## config.mk

```make
export PLATFORM = sky130hd
export DESIGN_NAME = id_ex_stage
export DESIGN_NICKNAME = d
export VERILOG_FILES = /design/src/rtl/HighLevelControl_pkg.sv /design/src/rtl/id_ex_stage_operand_snoop.sv /design/src/rtl/id_ex_stage.sv
export SDC_FILE = /design/constraint.sdc
export NUM_CORES = 1
export LEC_CHECK = 0
export ABC_AREA = 1
export CAP_MARGIN = 15
export CORE_ASPECT_RATIO = 1.25
export CORE_MARGIN = 2
export CORE_UTILIZATION = 48
export CTS_BUF_LIST = sky130_fd_sc_hd__clkbuf_4
export CTS_CLUSTER_SIZE = 28
export DETAILED_ROUTE_END_ITERATION = 16
export GPL_ROUTABILITY_DRIVEN = 0
export MAX_ROUTING_LAYER = met4
export PLACE_DENSITY_LB_ADDON = 0.15
export SLEW_MARGIN = 20
export SYNTH_ARGS = -nofsm -noshare
export SYNTH_HDL_FRONTEND = slang
export SYNTH_SLANG_ARGS = --single-unit
```

## constraint.sdc

```tcl
create_clock -name clk -period 2.14 [get_ports clk]
set_input_delay 0.428 -clock clk [delete_from_list [all_inputs] [get_ports clk]]
set_output_delay 0.428 -clock clk [all_outputs]
set_load 0.02 [all_outputs]
```

## src/rtl/HighLevelControl_pkg.sv

```systemverilog
// rtl/HighLevelControl_pkg.sv - ALU operation, decode/execute entry and stage state types.
// Entry source-address fields exist only when ID_EX_FORWARD_EN is defined.
package HighLevelControl;

  localparam int ID_EX_WIDTH          = 32;
  localparam int ID_EX_REG_ADDR_WIDTH = 5;

  typedef enum logic [3:0] {
    ADD  = 4'd0,
    SUB  = 4'd1,
    AND  = 4'd2,
    OR   = 4'd3,
    XOR  = 4'd4,
    SLL  = 4'd5,
    SRL  = 4'd6,
    SRA  = 4'd7,
    SLT  = 4'd8,
    SLTU = 4'd9
  } aluOperation;

  typedef enum logic [1:0] {
    EMPTY = 2'd0,
    ONE   = 2'd1,
    TWO   = 2'd2
  } idExState;

  typedef struct packed {
    aluOperation                     ctrl;
    logic [ID_EX_WIDTH-1:0]          opA;
    logic [ID_EX_WIDTH-1:0]          opB;
    logic [ID_EX_REG_ADDR_WIDTH-1:0] rdAddr;
    logic                            regWrite;
`ifdef ID_EX_FORWARD_EN
    logic [ID_EX_REG_ADDR_WIDTH-1:0] rs1Addr;
    logic [ID_EX_REG_ADDR_WIDTH-1:0] rs2Addr;
    logic                            useImm;
`endif
  } idExEntry;

  function automatic logic [ID_EX_WIDTH-1:0] resolve_op_b(
    input logic                   use_imm,
    input logic [ID_EX_WIDTH-1:0] imm,
    input logic [ID_EX_WIDTH-1:0] rs2_val
  );
    return use_imm ? imm : rs2_val;
  endfunction

  // Reset image presented on the ALU inputs: ADD with zero operands.
  function automatic idExEntry id_ex_reset_entry();
    idExEntry e;
    e      = '0;
    e.ctrl = ADD;
    return e;
  endfunction

endpackage

```

## src/rtl/id_ex_stage_operand_snoop.sv

```systemverilog
// rtl/id_ex_stage_operand_snoop.sv - writeback snoop comparator/mux for one entry (ID_EX_FORWARD_EN only).
`ifdef ID_EX_FORWARD_EN
module operand_snoop #(
  parameter int WIDTH          = 32,
  parameter int REG_ADDR_WIDTH = 5
) (
  input  logic [REG_ADDR_WIDTH-1:0] rs1Addr,
  input  logic [REG_ADDR_WIDTH-1:0] rs2Addr,
  input  logic                      useImm,
  input  logic [WIDTH-1:0]          opAIn,
  input  logic [WIDTH-1:0]          opBIn,
  input  logic                      WbRegWrite,
  input  logic [REG_ADDR_WIDTH-1:0] WbRdAddr,
  input  logic [WIDTH-1:0]          WbData,
  output logic [WIDTH-1:0]          opAOut,
  output logic [WIDTH-1:0]          opBOut
);

  logic wb_live;
  logic hit_a;
  logic hit_b;

  // x0 is hardwired, so a write to it never forwards.
  assign wb_live = WbRegWrite && (WbRdAddr != '0);
  assign hit_a   = wb_live && (WbRdAddr == rs1Addr);
  assign hit_b   = wb_live && (WbRdAddr == rs2Addr) && !useImm;

  assign opAOut  = hit_a ? WbData : opAIn;
  assign opBOut  = hit_b ? WbData : opBIn;

endmodule
`endif

```

## src/rtl/id_ex_stage.sv

```systemverilog
// rtl/id_ex_stage.sv - two-entry skid-buffered decode-to-execute stage feeding the ALU.
// Define ID_EX_FORWARD_EN to add writeback snooping on captured and held operands.
module id_ex_stage
  import HighLevelControl::*;
#(
  parameter int WIDTH          = ID_EX_WIDTH,
  parameter int REG_ADDR_WIDTH = ID_EX_REG_ADDR_WIDTH
) (
  input  logic                      clk,
  input  logic                      reset,
  input  logic                      DecValid,
  output logic                      DecReady,
  input  aluOperation               DecALUCtrl,
  input  logic [WIDTH-1:0]          DecRs1Val,
  input  logic [WIDTH-1:0]          DecRs2Val,
  input  logic [WIDTH-1:0]          DecImm,
  input  logic                      DecUseImm,
  input  logic [REG_ADDR_WIDTH-1:0] DecRs1Addr,
  input  logic [REG_ADDR_WIDTH-1:0] DecRs2Addr,
  input  logic [REG_ADDR_WIDTH-1:0] DecRdAddr,
  input  logic                      DecRegWrite,
  input  logic                      Flush,
  output logic                      ExValid,
  input  logic                      ExReady,
  output aluOperation               ALUCtrl,
  output logic [WIDTH-1:0]          ALUOpA,
  output logic [WIDTH-1:0]          ALUOpB,
  output logic [REG_ADDR_WIDTH-1:0] ExRdAddr,
  output logic                      ExRegWrite
`ifdef ID_EX_FORWARD_EN
  ,
  input  logic                      WbRegWrite,
  input  logic [REG_ADDR_WIDTH-1:0] WbRdAddr,
  input  logic [WIDTH-1:0]          WbData
`endif
);

  idExState state_q, state_d;
  idExEntry head_q, head_d, skid_q, skid_d;
  idExEntry cap_raw, cap, head_s, skid_s;
  logic     accept, drain;

  always_comb begin
    cap_raw          = '0;
    cap_raw.ctrl     = DecALUCtrl;
    cap_raw.opA      = DecRs1Val;
    cap_raw.opB      = resolve_op_b(DecUseImm, DecImm, DecRs2Val);
    cap_raw.rdAddr   = DecRdAddr;
    cap_raw.regWrite = DecRegWrite;
`ifdef ID_EX_FORWARD_EN
    cap_raw.rs1Addr  = DecRs1Addr;
    cap_raw.rs2Addr  = DecRs2Addr;
    cap_raw.useImm   = DecUseImm;
`endif
  end

`ifdef ID_EX_FORWARD_EN
  logic [WIDTH-1:0] cap_opa, cap_opb, head_opa, head_opb, skid_opa, skid_opb;

  operand_snoop #(.WIDTH(WIDTH), .REG_ADDR_WIDTH(REG_ADDR_WIDTH)) u_snoop_cap (
    .rs1Addr(cap_raw.rs1Addr), .rs2Addr(cap_raw.rs2Addr), .useImm(cap_raw.useImm),
    .opAIn(cap_raw.opA), .opBIn(cap_raw.opB),
    .WbRegWrite(WbRegWrite), .WbRdAddr(WbRdAddr), .WbData(WbData),
    .opAOut(cap_opa), .opBOut(cap_opb)
  );

  operand_snoop #(.WIDTH(WIDTH), .REG_ADDR_WIDTH(REG_ADDR_WIDTH)) u_snoop_head (
    .rs1Addr(head_q.rs1Addr), .rs2Addr(head_q.rs2Addr), .useImm(head_q.useImm),
    .opAIn(head_q.opA), .opBIn(head_q.opB),
    .WbRegWrite(WbRegWrite), .WbRdAddr(WbRdAddr), .WbData(WbData),
    .opAOut(head_opa), .opBOut(head_opb)
  );

  operand_snoop #(.WIDTH(WIDTH), .REG_ADDR_WIDTH(REG_ADDR_WIDTH)) u_snoop_skid (
    .rs1Addr(skid_q.rs1Addr), .rs2Addr(skid_q.rs2Addr), .useImm(skid_q.useImm),
    .opAIn(skid_q.opA), .opBIn(skid_q.opB),
    .WbRegWrite(WbRegWrite), .WbRdAddr(WbRdAddr), .WbData(WbData),
    .opAOut(skid_opa), .opBOut(skid_opb)
  );

  always_comb begin
    cap        = cap_raw;
    cap.opA    = cap_opa;
    cap.opB    = cap_opb;
    head_s     = head_q;
    head_s.opA = head_opa;
    head_s.opB = head_opb;
    skid_s     = skid_q;
    skid_s.opA = skid_opa;
    skid_s.opB = skid_opb;
  end
`else
  logic unused_rs_addr;
  assign unused_rs_addr = ^{DecRs1Addr, DecRs2Addr};

  assign cap    = cap_raw;
  assign head_s = head_q;
  assign skid_s = skid_q;
`endif

  // Ready depends only on registered state, so ExReady never reaches DecReady.
  assign DecReady = !reset && (state_q != TWO);
  assign ExValid  = (state_q != EMPTY);
  assign accept   = DecValid && DecReady;
  assign drain    = ExValid && ExReady;

  always_comb begin
    state_d = state_q;
    head_d  = (state_q != EMPTY) ? head_s : head_q;
    skid_d  = (state_q == TWO)   ? skid_s : skid_q;
    if (Flush) begin
      state_d = EMPTY;
    end else begin
      unique case (state_q)
        EMPTY: begin
          if (accept) begin
            head_d  = cap;
            state_d = ONE;
          end
        end
        ONE: begin
          if (accept && drain) begin
            head_d  = cap;
          end else if (accept) begin
            skid_d  = cap;
            state_d = TWO;
          end else if (drain) begin
            state_d = EMPTY;
          end
        end
        TWO: begin
          if (drain) begin
            head_d  = skid_s;
            state_d = ONE;
          end
        end
        default: state_d = EMPTY;
      endcase
    end
  end

  always_ff @(posedge clk) begin
    if (reset) begin
      state_q <= EMPTY;
      head_q  <= id_ex_reset_entry();
      skid_q  <= id_ex_reset_entry();
    end else begin
      state_q <= state_d;
      head_q  <= head_d;
      skid_q  <= skid_d;
    end
  end

  assign ALUCtrl    = head_q.ctrl;
  assign ALUOpA     = head_q.opA;
  assign ALUOpB     = head_q.opB;
  assign ExRdAddr   = head_q.rdAddr;
  assign ExRegWrite = head_q.regWrite;

endmodule
```

# ---- After elaboration in Yosys (flattened, before gate mapping)
# Cells that the tools add are included.
dict set report word_totals {
  reg_bits 150
  input_bits 122
}
dict set report op_classes {
  n_eq_ne 8
  n_mux 11
  bitwise 2
  reduce_logical 12
}
# cell count
set ops {}
lappend ops {{$mux W74} 3}
lappend ops {{$pmux W74 S3} 1}
lappend ops {{$mux W32} 1}
lappend ops {{$mux W2} 5}
lappend ops {{$ne A2 B2 Y1 const B} 5}
lappend ops {{$reduce_and A4 Y1} 2}
lappend ops {{$pmux W2 S3} 1}
lappend ops {{$reduce_and A5 Y1} 1}
lappend ops {{$logic_and A1 B1 Y1} 4}
lappend ops {{$ne A3 B3 Y1 const B} 1}
lappend ops {{$reduce_bool A3 Y1} 1}
lappend ops {{$eq A2 B1 Y1 const B} 1}
lappend ops {{$eq A2 B2 Y1 const B} 1}
lappend ops {{$logic_not A2 Y1} 1}
lappend ops {{$not A1 Y1} 2}
lappend ops {{$reduce_bool A2 Y1} 1}
lappend ops {{$reduce_or A2 Y1} 1}
lappend ops {{$logic_not A1 Y1} 1}

# ---- Depth between registers and ports, before layout
# Gate-level depths: netlist (run 1).
dict set report logic_depth {
  ltp_word 6
  depth_mapped 11
}

# ---- Least setup slack after synthesis (run 1)
# No wires, ideal clock.
dict set report synth_timing {
  path_type {register to output}
  startpoint {reg state_q[0]}
  endpoint {out DecReady}
  arrival_time_ns 1.164
  t_required_ns 1.712
  setup_slack_ns 0.548
  path_stages_with_launch 7
  n_path_buf 2
  cell_sequence {dfxtp_1 inv_2 nand2_2 buf_4 inv_2 buf_2 nor2_1}
}
dict set report synth_via {
  elab_chain_len 2
}
# element line_no
set synth_rtl {}
lappend synth_rtl {{start, declared} id_ex_stage.sv:38} ;# idExState state_q, state_d;
lappend synth_rtl {{start signal, assigned} id_ex_stage.sv:148} ;# state_q <= state_d;
lappend synth_rtl {{$ne A2 B2 Y1} id_ex_stage.sv:102} ;# assign DecReady = !reset && (state_q != TWO);
lappend synth_rtl {{$logic_and A1 B1 Y1} id_ex_stage.sv:102}
lappend synth_rtl {{end, declared} id_ex_stage.sv:12} ;# output logic DecReady,
# Every way passes these cells.

# ---- Final worst setup path (run 1)
# Same ends and word-level chain as after synthesis.

==> flow_summary_export.csv, run 1 <==
group,metric,value,unit
timing,fin_setup_tns,0,ns
finish,drive_gt1_share,4.69,%
run_status,status,"complete, no violations",
setup_path,path_cells,"inv_2, nand2_4, inv_2, nor2_1, clkdlybuf4s15_1",
route,drt_iter0_markers,437,
setup_path,cpPeakStageDelay,0.40,ns
floorplan,die_w,114,um
floorplan,initial_core_util,48.9,%
timing,final_max_slew_viol_count,0,
route,drc_errors,0,
global_route,grt_start_max_net_pins,149,
setup_path,cp_common_cell,"inv_2",
timing,setup_violations,0,
logic_synthesis,syn_area,7280,sq um
setup_path,crit_required,1.71,ns
global_route,grt_pass1_wl,29300,um
setup_path,crit_slowest_cell,"dfxtp_2",
finish,fin_area,9500,sq um
logic_synthesis,ys_ff_latch,150,
timing,tightest_slew,0.614,ns
global_route,grt_pass1_vias,6364,
timing,finalCriticalPeriod,2.00,ns
power,power_leakage,4.03,nW
global_route,grtUsageTotal,22.9,%
setup_path,path_max_fanout,6,
clock_tree,cts_tree,"built",
global_route,grt_overflow,0,
setup_path,cp_num_buf_inv,3,
clock_tree,clk_path_buf_depth,2,
timing,relSlewSlack,59.0,%
clock_tree,cts_sinks,150,
placement,io_buffers,187,
floorplan,core,14900,sq um
logic_synthesis,syn_nets,1268,
logic_synthesis,yosys_warnings,0,
power,power.density,598,nW/um^2
placement,detailed_place.area,9240,sq um
logic_synthesis,synthDistinctLibCells,22,
power,peakVddDrop,0.341,mV
timing,fmax,500,MHz
finish,fin_nets,1410,
job,maxCapViolations,0,
placement,hpwl,11200,um
floorplan,die_y,142,um
timing,period_share,93.4,%
global_route,antenna_found_initial,1,
clock_tree,postCtsSetupRepairBufs,0,
route,viasPerCell,4.87,
logic_synthesis,syn-instance-count,1146,
route,num_vias,7230,
setup_path,rrSetupSlack,0.57,ns
logic_synthesis,yosysSeqAreaShare,41.2,%
floorplan,die-area,16200,sq um
setup_path,worst_setup_path_start_kind,"flip-flop",
setup_path,crit_type,"reg2out",
logic_synthesis,syn_avg_cell_area,6.35,sq um
route,wl,17600,um
setup_path,critical_path.top_delay_family,"buffers and inverters",
timing,rsz0062_at_grt,"false",
clock_tree,clk_pin_slew,0.11,ns
route,dr.pass1.iters,5,
floorplan,io_pins,198,
hold_path,hp-class,"reg2reg",
clock_tree,cts_root_buf,"clkbuf_4",
timing,finalHoldViolCount,0,
clock_tree,clock_latency,0.55,ns
setup_path,end_kind,"output pin",
finish,synthToLayoutAreaGrowth,30.5,%
timing,skew,0.0236,ns
route,post_drt_wl_per_cell,11.9,um
clock_tree,htreeDepth,4,
setup_path,critPathArrivalTime,1.57,ns
route,ant_nets,0,
clock_tree,cts_buffers,17,
floorplan,rows,50,
timing,whs,0.488,ns
## metal layers
layer / wire, um / GRT usage (%) / share of wire [%] / up-vias
met1: 7660 / 27.0 / 44 / 3177
met3: 892 / 5.13 / 5.1 / 26
li1: - / - / - / 3859
met4: 335 / 7.70 / 1.9 / 0
met2: 8700 / 38.4 / 49 / 168
met5: 0 / - / 0 / -
## cell usage in the layout (no fill, tap or decap), types with 2 or more instances in the layout
master,count
nor2_1,257
buf_4,13
diode_2,2
bufinv_16,2
dfxtp_1,149
nand3_1,74
clkinv_2,2
nand2_1,239
o21ai_0,106
clkinv_1,5
inv_1,111
a21oi_1,108
clkinvlp_4,2
clkbuf_4,19
clkdlybuf4s50_1,184
buf_12,10
inv_2,3
## state kept, by name, indices dropped and copies added, names as in the netlist
register	flops
ALUCtrl	4
skid_q	74
ExRdAddr	5
state_q	2
ALUOpA	32
ALUOpB	32
ExRegWrite	1
## stage by stage
stage / std cells / setup slack [ns] / total power, mW / utilization, %
floorplan: 1146 / 0.548 / 3.60 / -
global placement: 1451 / 0.0165 / 4.09 / 62.0
detailed placement: 1451 / -0.0114 / 4.10 / 62.0
CTS: 1482 / 0.0583 / 5.75 / 63.8
global route: 1484 / 0.00748 / 6.01 / 63.8
finish: 1484 / 0.141 / 5.69 / 63.8
## worst register-to-register path: cells and delay by family (launching register included)
| kind | cells | cell delay [ns] |
|---|---|---|
| buffers and inverters | 3 | 0.52 |
| flip-flops | 1 | 0.46 |
| AND/OR/NAND/NOR | 6 | 0.53 |
## what timing repair did
item,in CTS,in global routing
resized for setup,4,1
endpoints found under the setup margin,2,1
hold buffers,0,0
## worst paths after layout
path / cells after the start / from / endpoint
max: 5 / state_q[0] / DecReady
min: 2 / ALUOpB[31] / ALUOpB[31]
max reg2reg: 9 / state_q[1] / ALUOpA[6]
min reg2reg: 2 / ALUOpB[31] / ALUOpB[31]
## cells in the mapped netlist (all sizes together)
cell type  count  share of area (%)
a21oi        109                7.6
buf           61                4.8
clkbuf        26                1.4
dfxtp        150                 41
inv          115                5.9
nand2        240                 12
nand3         76                5.4
nand4          1              0.086
nor2         258                 13
o211ai         1               0.10
o21ai        107                7.4
o21bai         1               0.26
xor2           1               0.12
## cell type report
cell class,instances,area (sq um)
antenna,2,5.00
clock buffer,19,143
clock inverter,12,113
fill,1437,5390
inverter,115,434
multi-input combinational,794,3410
sequential,150,3000
tap,182,228
timing repair buffer,210,2160
## power breakdown
part	internal (mW)	leakage, nW	switching, mW
clock network	0.690	0.136	0.967
logic	0.538	2.68	0.537
registers	2.90	1.22	0.0546
## logic make-up after synthesis
logic type	count (synthesis)	synth area share, %
simple gates	575	31.2
compound gates	218	15.4
buf+inv	202	12.1
flops	150	41.2
xor+xnor	1	0.120
Power figures use the tool's default switching activity.
==> run 2, diff against run 1 <==
Settings changed: ABC_AREA 1 to not set, ABC_CLOCK_PERIOD_IN_PS set to 2140, DONT_BUFFER_PORTS set to 1.
==> flow_summary_export.csv, run 2 <==
group,metric,value,unit
clock_tree,htreeDepth,4,
route,drt_iter0_markers,451,
clock_tree,clock_latency,0.55,ns
timing,rsz0062_at_grt,"false",
floorplan,die_w,115,um
placement,io_buffers,0,
timing,fmax,504,MHz
logic_synthesis,synthMuxAreaShare,14.6,%
job,maxCapViolations,0,
logic_synthesis,ys_ff_latch,150,
placement,hpwl,11500,um
timing,finalHoldViolCount,0,
finish,largest_reg_flops,74,
route,met3_length,1460,um
finish,fin_nets,887,
clock_tree,cts_buffers,17,
setup_path,crit_type,"reg2reg",
logic_synthesis,synth.area.top_cells,"dfxtp_1 (41%), mux2i_1 (15%), a211oi_2 (6.8%)",
setup_path,worst_setup_path_start_kind,"flip-flop",
logic_synthesis,synthSimpleGateAreaFrac,10.4,%
logic_synthesis,syn_area,7350,sq um
timing,final_max_slew_viol_count,0,
finish,utilization,56.2,%
clock_tree,cts_sinks,150,
finish,layout_commonest_cell,"dfxtp_1",
logic_synthesis,yosys_warnings,0,
finish,synthToLayoutAreaGrowth,14.3,%
logic_synthesis,synth_top_family_by_area,"compound AO/OA/AOI/OAI gates",
logic_synthesis,synth_fa_ha_area_share,0,%
route,dr.pass1.iters,5,
global_route,grt_pass1_wl,31800,um
global_route,grt_pass1_vias,6143,
timing,relSlewSlack,59.8,%
timing,period_share,92.6,%
finish,drive_gt1_share,14.2,%
power,peakVddDrop,0.449,mV
clock_tree,cts_tree,"built",
logic_synthesis,synthDistinctLibCells,30,
power,power_leakage,3.42,nW
route,highest_layer,"met4",
logic_synthesis,syn_nets,866,
logic_synthesis,synth_compound_area_share,27.7,%
route,num_vias,6102,
global_route,grtUsageTotal,25.2,%
logic_synthesis,synth.most_common_cell,"dfxtp_1",
route,ant_nets,0,
timing,fin_setup_tns,0,ns
logic_synthesis,yosysTopAreaCell,"dfxtp_1",
global_route,grt_start_max_net_pins,122,
setup_path,critPathArrivalTime,2.48,ns
logic_synthesis,synthXorXnorAreaFrac,0,%
clock_tree,cts_root_buf,"clkbuf_4",
setup_path,crit_required,2.64,ns
global_route,grt_overflow,0,
timing,finalCriticalPeriod,1.98,ns
floorplan,die_y,142,um
logic_synthesis,synth_common_cells,"dfxtp_1 (150), mux2i_1 (107), a21oi_1 (75), clkbuf_1 (54)",
route,drc_errors,0,
hold_path,hp-class,"in2reg",
global_route,antenna_found_initial,1,
logic_synthesis,synth-async-reset-ratio,0,%
route,wl_met2,10200,um
logic_synthesis,yosysSeqAreaShare,40.9,%
route,met1_length,8430,um
finish,most-common-layout-cells,"dfxtp_1 (148), mux2i_1 (107), a21oi_1 (75)",
power,power.total,5.29,mW
logic_synthesis,synth_top_area_share,40.9,%
finish,fin_area,8400,sq um
setup_path,path_max_fanout,27,
floorplan,core,15000,sq um
logic_synthesis,synth_flop_cell,"dfxtp_1",
logic_synthesis,synth-edff-count,0,
finish,fillCellCount,1384,
setup_path,end_kind,"flip-flop",
run_status,status,"complete, no violations",
floorplan,rows,50,
timing,setup_violations,0,
floorplan,io_pins,198,
logic_synthesis,syn-instance-count,744,
route,post_drt_wl_per_cell,21.1,um
power,power.density,630,nW/um^2
clock_tree,postCtsSetupRepairBufs,0,
timing,skew,0.0229,ns
logic_synthesis,syn_avg_cell_area,9.88,sq um
clock_tree,clk_path_buf_depth,2,
timing,tightest_slew,0.603,ns
finish,top_register,"skid_q",
floorplan,die-area,16300,sq um
placement,detailed_place.area,7370,sq um
route,viasPerCell,6.36,
floorplan,initial_core_util,49.2,%
clock_tree,clk_pin_slew,0.13,ns
route,wl,20300,um
[run 2: cell types whose count changed after synthesis, sizes merged, moves of 32 or more]
cell	previous run	this run
nand3	76	42
nor2	258	4
o21ai	107	42
nand2b	0	34
mux2i	0	107
a311oi	0	42
a21oi	109	75
a211o	0	32
a211oi	0	75
inv	115	0
nand2	240	1
nor3b	0	32
[run 2: per-layer routing]
metal	vias to the layer above	global-route usage [%]
met5	-	-
met1	2983	29.7
met4	0	7.70
met3	20	6.52
met2	233	42.3
li1	2866	-
[run 2: worst paths after layout]
path                start          to  slack, ns  cells after the start
max            state_q[1]   skid_q[6]       0.16                      5
min          DecRdAddr[2]   skid_q[3]       0.05                      2
max reg2reg    state_q[1]   skid_q[6]       0.16                      5
min reg2reg    skid_q[41]  skid_q[41]       0.49                      2
[run 2: critical path, cell delays in order (launching register included)]
cell and delay [ns]:
dfxtp_2 0.39, and4bb_2 0.36, buf_6 0.26, a21oi_1 0.10, a211oi_1 0.24, dlygate4sd3_1 0.59
[run 2: cell families after synthesis]
group / after synthesis
compound gates: 269
simple gates: 122
buf+inv: 96
mux: 107
flops: 150
[run 2: layout make-up]
type / instances / area (sq um) / area share (%)
Antenna cell: 1 / 2.50 / 0.0298
Timing Repair Buffer: 98 / 993 / 11.8
Tap cell: 182 / 228 / 2.71
Multi-Input combinational cell: 498 / 3910 / 46.5
Clock inverter: 10 / 108 / 1.28
Clock buffer: 21 / 158 / 1.88
Sequential cell: 150 / 3010 / 35.8
[run 2: repair_timing]
action,4_1_cts,5_1_grt
setup endpoints to repair,1,27
resized for setup,1,3
hold endpoints to repair,117,2
hold buffers,72,1
pin swaps,0,0
[run 2: where the power goes]
part           switching [mW]  internal, mW  total (mW)
Clock                   0.994         0.728        1.72
Sequential              0.141          2.87        3.01
Combinational           0.308         0.252       0.560
Total                    1.44          3.85        5.29
[run 2: metrics by stage]
stage / instances / hold WS (ns) / setup slack [ns]
after floorplan: 744 / 0.453 / 0.457
after global routing: 960 / 0.00368 / 0.0563
final: 960 / 0.0496 / 0.158
after detailed placement: 855 / 0.460 / 0.334
after CTS: 958 / 0.00145 / 0.0339
after global placement: 855 / 0.453 / 0.418
